**src/rtl/arbiter_4_rr_sched_pkg.sv**
```systemverilog
// Shared types and defaults for the round-robin resource scheduler.
package arbiter_4_rr_sched_pkg;

  localparam int N_DEFAULT        = 4;
  localparam int MAX_HOLD_DEFAULT = 16;

  typedef enum logic {
    ST_IDLE    = 1'b0,
    ST_GRANTED = 1'b1
  } state_t;

endpackage : arbiter_4_rr_sched_pkg

```
**src/rtl/arbiter_4_rr_sched_rr_pick.sv**
```systemverilog
// Cyclic priority picker: first set request at or after ptr, wrapping at N.
module arbiter_4_rr_sched_rr_pick
  import arbiter_4_rr_sched_pkg::*;
#(
  parameter int N  = N_DEFAULT,
  parameter int PW = (N > 1) ? $clog2(N) : 1
) (
  input  logic [N-1:0]  req,
  input  logic [PW-1:0] ptr,
  output logic          valid,
  output logic [PW-1:0] idx
);

  assign valid = |req;

  // Scan from the farthest offset down so the offset closest to ptr wins.
  always_comb begin
    // NOTE: every output of a combinational block gets a default first so no latch is inferred.
    idx = '0;
    for (int k = N - 1; k >= 0; k--) begin
      if (req[(int'(ptr) + k) % N]) idx = PW'((int'(ptr) + k) % N);
    end
  end

endmodule : arbiter_4_rr_sched_rr_pick

```
**src/rtl/arbiter_4_rr_sched.sv**
```systemverilog
// Round-robin scheduler granting one shared resource to one of N requesters,
// holding the grant until done/req drop or the optional hold timeout.
module arbiter_4_rr_sched
  import arbiter_4_rr_sched_pkg::*;
#(
  parameter int N        = N_DEFAULT,
  parameter int MAX_HOLD = MAX_HOLD_DEFAULT
) (
  input  logic                              clk,
  input  logic                              rst_n,
  input  logic [N-1:0]                      req,
  input  logic [N-1:0]                      done,
  output logic [N-1:0]                      gnt,
  output logic                              busy,
  output logic [((N > 1) ? $clog2(N) : 1)-1:0] owner_id,
  output logic                              timeout
);

  localparam int PW = (N > 1) ? $clog2(N) : 1;
  localparam int CW = (MAX_HOLD > 0) ? $clog2(MAX_HOLD + 1) : 1;
  localparam logic [CW-1:0] CNT_SAT  = CW'(MAX_HOLD);
  localparam logic [CW-1:0] CNT_LAST = CW'(MAX_HOLD - 1);

  state_t        state, state_nxt;
  logic [PW-1:0] ptr, ptr_nxt;
  logic [CW-1:0] cnt, cnt_nxt;
  logic [N-1:0]  gnt_nxt;
  logic [PW-1:0] owner_nxt;
  logic          timeout_nxt;
  logic          pick_valid;
  logic [PW-1:0] pick_idx;
  logic          rel_normal;
  logic          rel_forced;

  arbiter_4_rr_sched_rr_pick #(.N(N), .PW(PW)) u_pick (
    .req   (req),
    .ptr   (ptr),
    .valid (pick_valid),
    .idx   (pick_idx)
  );

  // A normal release always wins over a timeout landing on the same edge.
  assign rel_normal = done[owner_id] | ~req[owner_id];
  assign rel_forced = (MAX_HOLD != 0) && (cnt == CNT_LAST) && !rel_normal;

  assign busy = |gnt;

  // State and datapath registers; async reset also drops any live grant.
  always_ff @(posedge clk or negedge rst_n) begin
    if (!rst_n) begin
      state    <= ST_IDLE;
      ptr      <= '0;
      cnt      <= '0;
      gnt      <= '0;
      owner_id <= '0;
      timeout  <= 1'b0;
    end else begin
      // NOTE: sequential state uses non-blocking assignments so every register samples pre-edge values.
      state    <= state_nxt;
      ptr      <= ptr_nxt;
      cnt      <= cnt_nxt;
      gnt      <= gnt_nxt;
      owner_id <= owner_nxt;
      timeout  <= timeout_nxt;
    end
  end

  always_comb begin
    state_nxt = state;
    case (state)
      ST_IDLE:    if (pick_valid) state_nxt = ST_GRANTED;
      ST_GRANTED: if (rel_normal || rel_forced) state_nxt = ST_IDLE;
      default:    state_nxt = ST_IDLE;
    endcase
  end

  always_comb begin
    gnt_nxt     = gnt;
    owner_nxt   = owner_id;
    ptr_nxt     = ptr;
    cnt_nxt     = cnt;
    timeout_nxt = 1'b0;
    case (state)
      ST_IDLE: begin
        if (pick_valid) begin
          gnt_nxt           = '0;
          gnt_nxt[pick_idx] = 1'b1;
          owner_nxt         = pick_idx;
          cnt_nxt           = '0;
        end
      end
      ST_GRANTED: begin
        if (rel_normal || rel_forced) begin
          gnt_nxt     = '0;
          ptr_nxt     = (owner_id == PW'(N - 1)) ? '0 : owner_id + 1'b1;
          timeout_nxt = rel_forced;
        end else if (cnt != CNT_SAT) begin
          cnt_nxt = cnt + 1'b1;
        end
      end
      default: gnt_nxt = '0;
    endcase
  end

endmodule : arbiter_4_rr_sched

```
**config.mk**
```make
export PLATFORM = sky130hd
export DESIGN_NAME = arbiter_4_rr_sched
export DESIGN_NICKNAME = d
export VERILOG_FILES = /design/src/rtl/arbiter_4_rr_sched_pkg.sv /design/src/rtl/arbiter_4_rr_sched_rr_pick.sv /design/src/rtl/arbiter_4_rr_sched.sv
export SDC_FILE = /design/constraint.sdc
export NUM_CORES = 1
export LEC_CHECK = 0
export ABC_AREA = 0
export CORE_ASPECT_RATIO = 1.2
export CORE_MARGIN = 2
export CORE_UTILIZATION = 40
export CTS_BUF_LIST = sky130_fd_sc_hd__clkbuf_16
export CTS_CLUSTER_SIZE = 16
export DETAILED_ROUTE_END_ITERATION = 16
export PLACE_DENSITY = 0.65
export SYNTH_ARGS = -nofsm -noshare
export SYNTH_HDL_FRONTEND = slang
export SYNTH_SLANG_ARGS = --single-unit
```
**constraint.sdc**
```tcl
create_clock -name clk -period 3.45 [get_ports clk]
set_input_delay 0.8625 -clock clk [delete_from_list [all_inputs] [get_ports clk]]
set_output_delay 0.8625 -clock clk [all_outputs]
set_load 0.01 [all_outputs]
```
* Word-level counts from Yosys, hierarchy flattened
Cells that the tools add are included.
** Word-level totals
- Register bits after elaboration :: 15
- Output and inout port bits :: 8
- Bits of input ports :: 10
** Operators by class
- Bitwise operators :: 6
- $lt $le $gt $ge :: 7
- Equal/unequal tests :: 7
- Reduce and logical (&&, ||, !) cells :: 13
- Muxes and demuxes :: 34
- Add/subtract/negate cells :: 5
** Operator list (count)
- two-way mux 5 bit :: 3
- two-way mux 1 bit :: 14
- binary-select mux 1 bit (select 2 bit) :: 6
- < comparator 3 x 4 -> 1 bit, second input constant :: 3
- two-way mux 2 bit :: 5
- one-hot mux 5 bit (2 select lines) :: 1
- < comparator 2 x 3 -> 1 bit, second input constant :: 3
- two-way mux 4 bit :: 2
- one-hot mux 4 bit (2 select lines) :: 1
- OR reduction 4 bit :: 2
- AND reduction 2 bit :: 3
- OR reduction 2 bit :: 3
- adder 5 x 1 -> 5 bit, second input constant :: 1
- == test 5 x 4 -> 1 bit, second input constant :: 1
- != test 5 bit, second input constant :: 1
- adder 2 x 1 -> 2 bit, second input constant :: 2
- adder 2 bit, second input constant :: 2
- != test 2 x 1 -> 1 bit, second input constant :: 2
- != test 2 bit, second input constant :: 2
- bitwise AND 1 bit, first input constant :: 3
- AND reduction 3 bit :: 1
- demux 1 bit (select 2 bit) :: 1
- == test 2 bit, second input constant :: 1
- greater-or-equal comparator 2 x 1 -> 1 bit, second input constant :: 1
- other kinds (6) :: 8

* Longest topological paths before layout
Gate-level depths: netlist of run 1.
- Depth in word-level cells :: 16
- Mapped depth :: 6
- Gate-level depth less buffers :: 6

* Hierarchy
A second synthesis of run 1 with hierarchy kept.
** Second synthesis, totals
- Cell total of the unflattened synthesis :: 91
- Area, all modules :: 880.8 um^2
** Modules (own cells, without submodules)
- arbiter_4_rr_sched :: cells each 78, area an instance 803.3 um^2, instances 1
- arbiter_4_rr_sched_rr_pick :: cells each 13, area an instance 77.6 um^2, instances 1

* Worst setup path before layout of run 1
No wires, ideal clock.
- Kind :: input to register
- From :: in req[3]
- To :: reg ptr[1]
- Slack :: 1312 ps
- Stages on the path :: 4
- Data required time :: 3322 ps
- Setup time :: 128 ps
- Data arrival time :: 2011 ps
- Buffers on the path :: 0
- Path through :: nor2b_1 > mux4_2 > a21o_1 > mux2_1
** Between the ends
- Longest elaborated chain between the ends :: 8
** Ends and longest elaborated chain
- start: declaration :: RTL line arbiter_4_rr_sched.sv:11 : input logic [N-1:0] req,
- binary-select mux 1 bit (select 2 bit) * :: RTL line arbiter_4_rr_sched.sv:43 : assign rel_normal = done[owner_id] | ~req[owner_id];
- two-way mux 1 bit (implied by the code) * :: RTL line arbiter_4_rr_sched.sv:43
- NOT 1 bit * :: RTL line arbiter_4_rr_sched.sv:43
- bitwise OR 1 bit * :: RTL line arbiter_4_rr_sched.sv:43
- zero test 1 bit :: RTL line arbiter_4_rr_sched.sv:44 : assign rel_forced = (MAX_HOLD != 0) && (cnt == CNT_LAST) && !rel_normal;
- logical AND 1 bit :: RTL line arbiter_4_rr_sched.sv:44
- logical OR 1 bit * :: RTL line arbiter_4_rr_sched.sv:93 : if (rel_normal || rel_forced) begin
- AND reduction 2 bit (no source line) *
- end signal: assignment :: RTL line arbiter_4_rr_sched.sv:60 : ptr <= ptr_nxt;
- end: declaration :: RTL line arbiter_4_rr_sched.sv:25 : logic [PW-1:0] ptr, ptr_nxt;
Every way passes the cells marked *; elsewhere a longest branch is shown, timed or not. The select of a mux whose other input is x is not followed.
A chain may end at the register's enable or synchronous reset.

* Worst setup path in the final report of run 1
Ends and elaborated chain as after synthesis.

==> impl_metrics.toml, run 1 <==
[placed_design]
placed_area_um2 = 1020
port_buffers = 17
dp.cells = 116
gp_congestion = 0.764
dpl.hpwl_um = 1300

[synth]
synthTopCellsByCount = "dfrtp_1 (15), nand2_1 (9), inv_1 (6)"
syn_nets = 94
synth_edf_count = 0
synth.distinct_cells = 29
synth-async-reset-ratio_pct = 100
synth-main-ff-cell = "dfrtp_1"
ys_warn_count = 0
syn-mean-instance-area_um2 = 10.4
synth.ff_latch_count = 15
synth-seq-area-share_pct = 45.2
synth.top_cells.by_area = "dfrtp_1 (45%), ha_1 (6.0%), mux2i_1 (6.0%)"
syn_inst = 80
syn_area_um2 = 830
synth_top_area_share_pct = 45.2
yosys.area.top_type = "dfrtp_1"
yosysMostFrequentCell = "dfrtp_1"

[sta]
drv_slew = 0
period_needed_ps = 2550
fmax_mhz = 392
worstMarginPinSlew_ps = 671
setup_viol = 0
fin_crit_sh_pct = 73.9
relSlewSlack_pct = 55.1
rsz0062_at_grt = "no"
skew_ps = 2.31
finalHoldViolCount = 0
setup-tns-final_ps = 0

[detailed_routing]
drt-vias-per-instance = 5.62
post-route-drc-count = 0
drt_iter0_drc = 7
wl_um = 1690
wl_per_cell_um = 14.1
dr.pass1.iters = 4
via_count = 674
ant_nets = 0

[clocking]
cts_setup_buffers = 0
clkSinkCount = 15
post_cts.resized_instances = 0
numCtsBuffers = 3
clockBufferDepth = 2
holdBufCountCts = 0
clk_latency_ps = 240
cts.clk_slew.worst_paths_ps = 50
clock-root-buffer = "clkbuf_16"
cts_tree = "done"
htree_levels = 1

[global_routing]
first_global_vias = 642
antenna_found_initial = 0
grt-ovfl-total = 0
track_usage_pct = 16.8
grt_pass1_wl_um = 2830
grt_start_max_net_pins = 16

[finish]
final_area_um2 = 1100
diodes = 0
final_cells = 120
layout.nets = 115
postLayoutCoreUtil_pct = 54.9
n_fill_cell = 170
area_growth_pct = 32.6
drive_above_1_share_pct = 5.00

[die]
initial_core_util_pct = 41.4
die_area_um2 = 2460
design.core.area_um2 = 2000
pin_count = 18
fp.dieH_um = 53.9
rows = 18
die_x_um = 45.6

[pwr]
leakagePower_nw = 0.504
p_clk_share_pct = 24.6
finalPower_mw = 0.887
p_sw_mw = 0.302
seq_power_share_pct = 33.6
power.density_nw_per_um2 = 806
p_sw_share_pct = 34.1
p_int_mw = 0.584
max-vdd-ir-drop_uv = 497
pwr-share-comb_pct = 41.9

[worst_setup_path]
end_kind = "flop"
crit_path_cell_trace = "clkdlybuf4s50_1 -> nor2b_1 -> mux4_2 -> a21o_1 -> mux2_1"
startpoint_type = "input pin"
cp.required_ps = 3570
slowest_stage = "mux4_2"
crit_arrival_ps = 2670
slowest_delay_ps = 560
crit_type = "input pin to flop"
crit_fanout = 8

[status]
status = "finished clean"

[worst_hold_path]
hold_class = "flop to flop"

[flow_run]
maxCapViolCount = 0
==> through the flow <==
step | worst slack, ps | hold WS [ps]
after detailed placement | 669 | 499
final | 900 | 501
after global routing | 842 | 517
after floorplan | 1310 | 461
after CTS | 907 | 505
after global placement | 690 | 491
==> routing by layer <==
layer | part of all wire, % | wire (um) | global-route usage [%] | vias to the layer above
met3 | 5.6 | 94 | 5.03 | 5
met5 | 0 | 0 | 0 | -
li1 | - | - | - | 338
met4 | 2.7 | 45 | 10.3 | 0
met2 | 47 | 793 | 25.8 | 18
met1 | 45 | 758 | 20.2 | 313
==> power groups by stage <==
stage / logic [mW] / registers (mW) / clock network (mW)
floorplan: 0.219 / 0.301 / 0
global placement: 0.368 / 0.299 / 0
detailed placement: 0.373 / 0.301 / 0
CTS: 0.375 / 0.298 / 0.223
global route: 0.418 / 0.308 / 0.236
finish: 0.371 / 0.297 / 0.218
==> kinds of logic after synthesis <==
group,share of synthesized area [%]
AND/OR/NAND/NOR,15.2
AO/OA/AOI/OAI,18.9
flip-flops,45.2
multiplexers,11.5
buffers and inverters,3.17
adder cells (fa/ha/maj),6.03
==> path summary, 6_finish.rpt <==
check	from	end	slack [ps]	depth (start not counted)
max	req[3]	ptr[1]$_DFFE_PN0P_	900	5
min	cnt[3]$_DFFE_PN0P_	cnt[3]$_DFFE_PN0P_	500	1
max reg2reg	cnt[0]$_DFFE_PN0P_	cnt[1]$_DFFE_PN0P_	1520	6
min reg2reg	cnt[3]$_DFFE_PN0P_	cnt[3]$_DFFE_PN0P_	500	1
max in group asynchronous	rst_n	ptr[0]$_DFFE_PN0P_	1990	1
min in group asynchronous	rst_n	gnt[3]$_DFFE_PN0P_	1030	1
==> worst max-delay path: cells and delay by family <==
| kind | cells | cell delay, ps |
|---|---|---|
| mux | 2 | 870 |
| buf+inv | 1 | 510 |
| compound gates | 1 | 240 |
| simple gates | 1 | 180 |
==> cell usage in the layout (no fill, tap or decap), types with 3 or more instances in the layout <==
cell / instances
nand2_1: 9
a32o_1: 4
nor2_1: 5
dfrtp_1: 15
o21ai_0: 3
nor2b_1: 4
clkbuf_16: 3
ha_1: 4
mux2i_1: 5
clkdlybuf4s50_1: 17
inv_1: 7
==> final cells by class <==
type	instances	area [um^2]	share of cell area [%]
Sequential cell	15	375	34.1
Multi-Input combinational cell	58	428	38.9
Inverter	6	22.5	2.05
Timing Repair Buffer	17	170	15.5
Clock buffer	3	75.1	6.83
Clock inverter	1	3.75	0.341
Tap cell	20	25.0	2.28
==> flip-flops by register name, indices dropped and copies added (netlist names) <==
register  count
ptr           2
gnt           4
owner_id      2
cnt           5
timeout       1
state         1
No activity file was read; power rests on OpenSTA's default activity.
==> inputs of run 2 (changes only) <==
Settings changed: PLACE_DENSITY 0.65 to 0.68.
Clock period 3.45 ns to 2.2 ns, I/O delays scaled along.
==> run 2 against run 1 <==
Net effect:
- first-iteration DRC count up 14%
- sequential power up 58%
- clock skew down 1.7 ps
- wire length up 4.8%
- core utilization up 2.7 points
- register-to-register slack worse by 1300 ps
==> impl_metrics.toml, run 2 (synthesis gave the netlist of run 1 again) <==
[worst_setup_path]
slowest_delay_ps = 490
startpoint_type = "input pin"
critPathTopFamily = "multiplexers"
crit_fanout = 3
crit_buf_inv = 1
crit_path_cell_trace = "clkdlybuf4s50_1 -> nor2b_1 -> mux4_2 -> a21o_1 -> mux2_1"
end_kind = "flop"
crit_type = "input pin to flop"
slowest_stage = "mux4_2"
cp.required_ps = 2320
crit_arrival_ps = 2140

[clocking]
cts_setup_buffers = 0
cts.clk_slew.worst_paths_ps = 50
holdBufCountCts = 0
clock-root-buffer = "clkbuf_16"
cts_tree = "done"
clkSinkCount = 15
numCtsBuffers = 3
clk_latency_ps = 250
htree_levels = 1
clockBufferDepth = 2

[sta]
drv_slew = 0
worstMarginPinSlew_ps = 548
relSlewSlack_pct = 63.2
rsz0062_at_grt = "no"
fin_crit_sh_pct = 91.8
fmax_mhz = 495
skew_ps = 0.634
setup-tns-final_ps = 0
setup_viol = 0
period_needed_ps = 2020
timing.hold.ws_ps = 512
finalHoldViolCount = 0

[worst_hold_path]
hold_class = "flop to flop"

[global_routing]
grt_start_max_net_pins = 16
antenna_found_initial = 0
grt-ovfl-total = 0
grt_pass1_wl_um = 3080
track_usage_pct = 18.1
first_global_vias = 714

[detailed_routing]
dr.pass1.iters = 2
post-route-drc-count = 0
wl_um = 1770
drt_iter0_drc = 8
drt-vias-per-instance = 5.46
wl_per_cell_um = 14.0
via_count = 694
ant_nets = 0

[pwr]
p_sw_mw = 0.485
finalPower_mw = 1.42
p_int_mw = 0.939
leakagePower_nw = 0.547
power.density_nw_per_um2 = 1230
p_sw_share_pct = 34.1
pwr-share-comb_pct = 42.6
p_clk_share_pct = 24.5
max-vdd-ir-drop_uv = 789
seq_power_share_pct = 32.9

[finish]
final_common_cell = "clkdlybuf4s50_1"
largest_reg_flops = 5
drive_above_1_share_pct = 11.2
largestRegisters = "cnt (5), gnt (4)"
layout.nets = 122
area_growth_pct = 39.2
regMostFlops = "cnt"
layout.cells.most_common_list = "clkdlybuf4s50_1 (16), dfrtp_1 (15), nand2_1 (9)"
diodes = 0

[die]
die_area_um2 = 2460
design.core.area_um2 = 2000
pin_count = 18
rows = 18
initial_core_util_pct = 41.4
fp.dieH_um = 53.9
die_x_um = 45.6

[placed_design]
port_buffers = 17
gp_congestion = 0.715
dpl.hpwl_um = 1330

[flow_run]
maxCapViolCount = 0

[status]
status = "finished clean"
==> run 2: power by group through the flow <==
stage | Sequential (mW) | Clock, mW | Combinational [mW]
after floorplan | 0.472 | 0 | 0.344
after global placement | 0.472 | 0 | 0.601
after detailed placement | 0.474 | 0 | 0.612
after CTS | 0.470 | 0.352 | 0.621
after global routing | 0.486 | 0.367 | 0.677
final | 0.468 | 0.349 | 0.607
==> run 2: cell type report <==
cell class / count / area [um^2]
Tap cell: 20 / 25.0
Timing Repair Buffer: 24 / 225
Clock inverter: 1 / 3.75
Multi-Input combinational cell: 58 / 428
Clock buffer: 3 / 75.1
Sequential cell: 15 / 375
Fill cell: 173 / 850
Inverter: 6 / 22.5
==> run 2: worst register-to-register path, stage by stage (launching register included) <==
cell and delay (ps):
dfrtp_1 410, ha_1 220, and3_1 150, ha_1 220, a311oi_1 510, a211oi_1 170, a31o_1 200
==> run 2: path summary, 6_finish.rpt <==
check                                   start                      end  slack (ps)  depth (start not counted)
min                        cnt[3]$_DFFE_PN0P_       cnt[3]$_DFFE_PN0P_         510                          1
min in group asynchronous               rst_n  owner_id[0]$_DFFE_PN0P_         620                          2
max in group asynchronous               rst_n        timeout$_DFF_PN0_        1400                          2
max reg2reg                cnt[0]$_DFFE_PN0P_       cnt[1]$_DFFE_PN0P_         200                          6
max                                    req[2]       ptr[0]$_DFFE_PN0P_         180                          5
min reg2reg                cnt[3]$_DFFE_PN0P_       cnt[3]$_DFFE_PN0P_         510                          1
==> run 2: what timing repair did <==
item	CTS	global route
resized for setup	0	1
hold endpoints to repair	0	0
endpoints found under the setup margin	0	1
==> run 2: through the flow <==
| step | setup WS (ps) | cells | util (%) | area [um^2] |
|---|---|---|---|---|
| after floorplan | 374 | 80 | - | 830 |
| after global placement | -49.0 | 123 | 53.6 | 1070 |
| after detailed placement | -87.0 | 123 | 53.6 | 1070 |
| after CTS | 24.4 | 127 | 57.5 | 1150 |
| after global routing | 79.7 | 127 | 57.6 | 1150 |
| final | 181 | 127 | 57.6 | 1150 |
==> run 2: layer usage <==
metal,routed length [um],GRT usage [%],up-vias
met5,0,0,-
met4,42,8.82,0
met3,94,5.03,5
met2,928,30.3,14
met1,708,20.9,324
li1,-,-,351
